===== src/rtl/waterfall_write_scheduler.sv =====
// Streams FFT magnitude rows into the banked circular waterfall RAM and advances the oldest-row pointer only on a display vsync edge.
// Writes and row_err are registered (1 cycle after the handshake); s_ready is low from row completion until the commit edge.
module waterfall_write_scheduler #(
  parameter int FFT_SIZE       = 256,
  parameter int DATA_WIDTH     = 4,
  parameter int NO_FFTS        = 50,
  parameter int NO_BANKS       = 2,
  parameter int RAM_ADDR_WIDTH = 12,
  parameter int IDX_WIDTH      = $clog2(NO_FFTS)
) (
  input  logic                      clk,
  input  logic                      reset,
  input  logic [DATA_WIDTH-1:0]     s_data,
  input  logic                      s_valid,
  input  logic                      s_last,
  output logic                      s_ready,
  input  logic                      vsync,
  output logic                      wr_en,
  output logic [NO_BANKS-1:0]       wr_bank,
  output logic [RAM_ADDR_WIDTH-1:0] wr_addr,
  output logic [DATA_WIDTH-1:0]     wr_data,
  output logic [IDX_WIDTH-1:0]      oldest_fft_idx,
  output logic                      row_err
);

  localparam int BINS          = FFT_SIZE / 2;
  localparam int BIN_W         = $clog2(BINS);
  localparam int ROWS_PER_BANK = (1 << RAM_ADDR_WIDTH) / BINS;

  localparam logic [BIN_W-1:0]     LAST_BIN = BIN_W'(BINS - 1);
  localparam logic [IDX_WIDTH-1:0] LAST_IDX = IDX_WIDTH'(NO_FFTS - 1);

  typedef enum logic {
    FILL,
    WAIT_FRAME
  } state_t;

  state_t                    state_q, state_d;
  logic [BIN_W-1:0]          bin_cnt_q, bin_cnt_d;
  logic [IDX_WIDTH-1:0]      idx_q, idx_d;
  logic                      vsync_prev_q, vsync_prev_d;
  logic                      wr_en_q, wr_en_d;
  logic [NO_BANKS-1:0]       wr_bank_q, wr_bank_d;
  logic [RAM_ADDR_WIDTH-1:0] wr_addr_q, wr_addr_d;
  logic [DATA_WIDTH-1:0]     wr_data_q, wr_data_d;
  logic                      row_err_q, row_err_d;

  logic                      accept;
  logic                      is_last_bin;
  logic                      row_done;
  logic                      vsync_rise;
  logic [RAM_ADDR_WIDTH-1:0] row_base;
  logic [NO_BANKS-1:0]       row_bank;

  assign s_ready     = (state_q == FILL) && !reset;
  assign accept      = s_valid && s_ready;
  assign is_last_bin = (bin_cnt_q == LAST_BIN);
  assign row_done    = accept && (s_last || is_last_bin);
  assign vsync_rise  = vsync && !vsync_prev_q;

  // The row being filled is always the oldest one; it becomes visible only after commit.
  always_comb begin
    row_base = RAM_ADDR_WIDTH'((32'(idx_q) % ROWS_PER_BANK) * BINS);
    row_bank = NO_BANKS'(1) << (32'(idx_q) / ROWS_PER_BANK);
  end

  always_comb begin
    state_d      = state_q;
    bin_cnt_d    = bin_cnt_q;
    idx_d        = idx_q;
    vsync_prev_d = vsync;
    wr_en_d      = accept;
    wr_bank_d    = wr_bank_q;
    wr_addr_d    = wr_addr_q;
    wr_data_d    = wr_data_q;
    row_err_d    = 1'b0;

    case (state_q)
      FILL: begin
        if (accept) begin
          wr_bank_d = row_bank;
          wr_addr_d = row_base + RAM_ADDR_WIDTH'(bin_cnt_q);
          wr_data_d = s_data;
          bin_cnt_d = bin_cnt_q + 1'b1;
        end
        if (row_done) begin
          bin_cnt_d = '0;
          row_err_d = s_last ^ is_last_bin;
          state_d   = WAIT_FRAME;
        end
      end
      WAIT_FRAME: begin
        // An edge seen in the completion cycle was consumed in FILL, so commit needs a fresh edge.
        if (vsync_rise) begin
          idx_d   = (idx_q == LAST_IDX) ? '0 : idx_q + 1'b1;
          state_d = FILL;
        end
      end
      default: state_d = FILL;
    endcase
  end

  always_ff @(posedge clk) begin
    if (reset) begin
      state_q      <= FILL;
      bin_cnt_q    <= '0;
      idx_q        <= '0;
      vsync_prev_q <= 1'b0;
      wr_en_q      <= 1'b0;
      wr_bank_q    <= '0;
      wr_addr_q    <= '0;
      wr_data_q    <= '0;
      row_err_q    <= 1'b0;
    end else begin
      state_q      <= state_d;
      bin_cnt_q    <= bin_cnt_d;
      idx_q        <= idx_d;
      vsync_prev_q <= vsync_prev_d;
      wr_en_q      <= wr_en_d;
      wr_bank_q    <= wr_bank_d;
      wr_addr_q    <= wr_addr_d;
      wr_data_q    <= wr_data_d;
      row_err_q    <= row_err_d;
    end
  end

  assign wr_en          = wr_en_q;
  assign wr_bank        = wr_bank_q;
  assign wr_addr        = wr_addr_q;
  assign wr_data        = wr_data_q;
  assign oldest_fft_idx = idx_q;
  assign row_err        = row_err_q;

endmodule


===== config.mk =====
export PLATFORM = sky130hd
export DESIGN_NAME = waterfall_write_scheduler
export DESIGN_NICKNAME = d
export VERILOG_FILES = /design/src/rtl/waterfall_write_scheduler.sv
export SDC_FILE = /design/constraint.sdc
export NUM_CORES = 1
export LEC_CHECK = 0
export CAP_MARGIN = 20
export CORE_MARGIN = 2
export CORE_UTILIZATION = 50
export DETAILED_ROUTE_END_ITERATION = 7
export HOLD_SLACK_MARGIN = 0.15
export PLACE_DENSITY = 0.88
export SLEW_MARGIN = 20
export SYNTH_ARGS = -nofsm -noshare
export SYNTH_HDL_FRONTEND = slang
export SYNTH_SLANG_ARGS = --single-unit

===== constraint.sdc =====
create_clock -name clk -period 5.1 [get_ports clk]
set_clock_uncertainty 0.2 [all_clocks]
set_input_delay 0.765 -clock clk [delete_from_list [all_inputs] [get_ports clk]]
set_output_delay 0.765 -clock clk [all_outputs]
set_load 0.005 [all_outputs]

# Word-level counts from Yosys, hierarchy flattened
# Index checks and enable logic that the tools add are counted.
# W data, S select, Z words.
# totals
mem_bits_rw	0
reg_bits	35
latch_bits	0
inputBits	9
memories	0
word_cells	36
rom_bits	0
out_inout_bits	27
# classes
shift	1
div_mod_pow	0
n_bitwise	3
reduce_logical	12
n_lt_le_gt_ge	0
n_addsub	3
eq_ne	2
n_mul	0
muxes	6
# op_table
op	n
$mux W7	2
$add A12 B7 Y12	1
$add A7 B1 Y7 const B	1
$eq A7 B7 Y1 const B	1
$add A6 B1 Y6 const B	1
$eq A6 B6 Y1 const B	1
$mux W6	1
$reduce_and A2 Y1	3
$logic_and A1 B1 Y1	4
$reduce_or A3 Y1	1
$logic_not A1 Y1	2
$mux W1	2
$not A1 Y1	2
$pmux W1 S2	1
$reduce_bool A2 Y1	1
$shl A1 B1 Y2 const A	1
$logic_or A1 B1 Y1	1
$xor A1 B1 Y1	1

# Longest topological paths before layout
# logic_depth
depth_word	6
mapped_depth	8
ltp_nobuf	8

# Worst setup path before layout
# Ideal clock, no wire load.
# synth_path
kind	input-to-output
start	in reset
end	out s_ready
arrival_time_ns	1.313
path_stages	3
path_buffers	2
required_time_ns	4.135
setup_slack_ns	2.822
path_cell_list	clkbuf_1 > clkbuf_1 > nor2_1
# synth_via
elab_chain_cells	2
# synth_rtl
item	line_no	text
from (decl)	12	input logic reset,
$logic_not A1 Y1	55	assign s_ready = (state_q == FILL) && !reset;
$logic_and A1 B1 Y1	55	
to (decl)	16	output logic s_ready,
# No other way between the ends.

# Worst setup path in the final report
# layout_path
start	in reset
end	reg bin_cnt_q[5]
# layout_via
elab_chain_cells	6
elab_cells_between_ends	7
cone_classes	mux (1); reduce/logical (6)
# layout_rtl
item	line_no	text
$logic_not A1 Y1	55	
$logic_and A1 B1 Y1	55	
$logic_and A1 B1 Y1	56	assign accept = s_valid && s_ready;
$logic_and A1 B1 Y1	58	assign row_done = accept && (s_last || is_last_bin);
$reduce_bool A2 Y1 (no source line)	n/a	
$reduce_and A2 Y1 (no source line)	n/a	
to (signal assigned)	116	bin_cnt_q <= bin_cnt_d;
to (decl)	39	logic [BIN_W-1:0] bin_cnt_q, bin_cnt_d;
# Several ways; a longest one is shown, not always the timed one.
# A chain may end at the register's enable or synchronous reset.

==> impl_metrics.json <==
{
  "clk_pin_slew_worst_paths_ns": 0.10,
  "syn_nets": 181,
  "synth_mux_area_frac": 0,
  "slowest_delay_ns": 0.69,
  "postCtsHoldBufs": 0,
  "chipWidth_um": 57.7,
  "yosys-top-cells-area": "dfxtp_1 (49%), nand2_1 (11%), nand3b_1 (8.3%)",
  "first_global_vias": 1139,
  "ys_seq_area_frac": 0.486,
  "layout_common_cells": "nand2_1 (43), dfxtp_1 (35), clkdlybuf4s50_1 (35), nand3b_1 (16), a21oi_1 (14)",
  "critPathLaunchType": "input pin",
  "setup-violations-final": 0,
  "path_max_fanout": 31,
  "viasPerCell": 5.30,
  "drt_iter0_markers": 39,
  "area_growth_pct": 26.7,
  "clock_latency_ns": 0.34,
  "synthXorXnorAreaFrac": 0.0304,
  "synth_adder_area_share": 0.0347,
  "p_seq_frac": 0.607,
  "synth-compound-area-share": 0.0651,
  "maxCapViolCount": 0,
  "dr.pass1.iters": 5,
  "period_minus_slack_ns": 3.09,
  "ant_nets": 0,
  "cts_tree": "built",
  "hold_ws_ns": 0.266,
  "clock_sinks": 35,
  "grt_max_degree": 32,
  "vias": 1240,
  "hold_violations": 0,
  "synth_top_area_frac": 0.486,
  "place.gp.congestion": 0.801,
  "post_cts_buffers": 0,
  "p_clk_frac": 0.303,
  "hold_class": "reg -> reg",
  "power_density_nw_per_um2": 258,
  "ir_drop_v": 0.000184,
  "worstMarginPinSlew_ns": 0.804,
  "yosys.area_share.simple": 0.332,
  "grt_usage": 0.211,
  "finalNetCount": 215,
  "hpwlAfterDp_um": 2200,
  "htreeDepth": 2,
  "end_kind": "flip-flop",
  "top_layer_used": "met4",
  "internal_power_uw": 357,
  "met1_length_um": 1340,
  "p_comb_frac": 0.091,
  "syn-cell-area_sq_um": 1440,
  "cts_resized": 0,
  "cp.required_ns": 5.13,
  "wl_met3_um": 174,
  "cp.arrival_ns": 3.12,
  "critPathKind": "in -> reg",
  "ctsLongestPathBuffers": 2,
  "fmax_mhz": 324,
  "ys_types": 31,
  "cts_made_buffers": 5,
  "status": "completed",
  "drc": 0,
  "mostFrequentLayoutCell": "nand2_1",
  "routed_wl_um": 3140,
  "syn-instance-count": 168,
  "ys_ff_latch": 35,
  "finalCritPeriodShare": 0.605,
  "p_total_uw": 471,
  "grt_antenna_before_repair": 0,
  "start_util": 0.523,
  "synth_top_family_by_area": "simple AND/OR/NAND/NOR gates",
  "grt_pass1_wl_um": 5380,
  "wire_per_inst_um": 13.4,
  "crit_family": "buffers and inverters",
  "rsz0062_at_grt": "false",
  "diodes": 0,
  "ios": 36,
  "die_y_um": 57.7,
  "port-buffer-count": 35,
  "switching_share": 0.244,
  "rows": 19,
  "clockRootBuffer": "clkbuf_4",
  "netlist.top_cell.by_area": "dfxtp_1",
  "die_area_sq_um": 3330,
  "ys_warn_count": 0,
  "p_switching_uw": 115,
  "core_area_sq_um": 2760,
  "drive_gt1_frac": 0.0443,
  "crit_slowest_cell": "or3b_1",
  "slew_viol_final": 0,
  "p_leak_uw": 0.000695,
  "syn_area_per_cell_sq_um": 8.58,
  "max_slew_margin": 0.464,
  "fin_tns_setup_ns": 0,
  "wl_met2_um": 1550,
  "crit_buf_inv": 3,
  "cp_cell_sequence": "clkdlybuf4s50_1 -> buf_4 -> or3b_1 -> clkinv_2 -> nand4_1 -> xor2_1 -> nor2_1",
  "grt_remaining_overflow": 0,
  "fillers": 237
}
[worst min-delay path: stages (launching register included)]
cell     delay [ns]
dfxtp_1        0.32
nand2_1        0.05
a21oi_1        0.05
[cell usage after synthesis (all sizes together)]
library cell   n
o21ai          2
and4           1
inv            2
a21oi         14
nor3b          2
nor2b          1
or3            4
buf            5
clkinv         1
a31oi          1
o211ai         1
nor2          11
nor4           1
nor3           2
or2            1
nand2         43
xnor2          1
xor2           4
dfxtp         35
nand3b        16
and3           1
nand3          5
nand4b         1
nand2b         1
ha             4
clkbuf         4
nand4          3
or3b           1
[per-layer routing]
| layer | vias up | track usage |
|---|---|---|
| met5 | - | 0 |
| met1 | 551 | 0.259 |
| met4 | 0 | 0.110 |
| met2 | 48 | 0.344 |
| li1 | 634 | - |
| met3 | 7 | 0.0491 |
[cell type report]
class	count	area (sq um)	share of cell area
Sequential cell	35	701	0.384
Multi-Input combinational cell	121	667	0.365
Timing Repair Buffer	36	358	0.196
Clock buffer	7	45.0	0.0247
Tap cell	31	38.8	0.0212
Inverter	3	12.5	0.00685
Clock inverter	1	5.00	0.00274
[flip-flops by register name, summed over array words and instances (netlist names)]
signal and cells:
oldest_fft_idx 6, wr_addr 12, row_err 1, vsync_prev_q 1, wr_en 1, bin_cnt_q 7
state_q 1, wr_data 4, wr_bank 2
[cells by family (layout without fill, tap and decap cells)]
family | Yosys count | count (layout)
AOI/OAI and AO/OA | 18 | 18
xor gates and xnor gates | 5 | 5
adders and majority gates | 4 | 4
buffers and inverters | 12 | 47
DFF | 35 | 35
and+or+nand+nor | 94 | 94
[power groups by stage]
| stage | registers [uW] | clock network, uW | logic (uW) |
|---|---|---|---|
| after detailed placement | 292 | 0 | 42.7 |
| after global placement | 291 | 0 | 41.3 |
| after global routing | 287 | 158 | 46.9 |
| after floorplan | 291 | 0 | 23.9 |
| after CTS | 286 | 145 | 43.0 |
| final | 286 | 143 | 42.7 |
[per-stage QoR]
stage	setup slack, ns	instance area (sq um)	cells	util
after floorplan	2.82	1440	168	-
after global placement	1.74	1780	226	0.644
after detailed placement	1.65	1780	226	0.644
after CTS	2.02	1830	234	0.662
after global routing	1.81	1830	234	0.662
final	2.01	1830	234	0.662
[path summary, 6_finish.rpt]
check | cells past startpoint | slack [ns] | start | end
min | 2 | 0.27 | wr_addr[0]$_SDFFE_PP0P_ | wr_addr[0]$_SDFFE_PP0P_
max reg2reg | 5 | 2.73 | state_q$_SDFF_PP0_ | bin_cnt_q[5]$_SDFFE_PP0P_
min reg2reg | 2 | 0.27 | wr_addr[0]$_SDFFE_PP0P_ | wr_addr[0]$_SDFFE_PP0P_
max | 7 | 2.01 | reset | bin_cnt_q[5]$_SDFFE_PP0P_
Note: power is estimated with default switching activity, not from simulation.
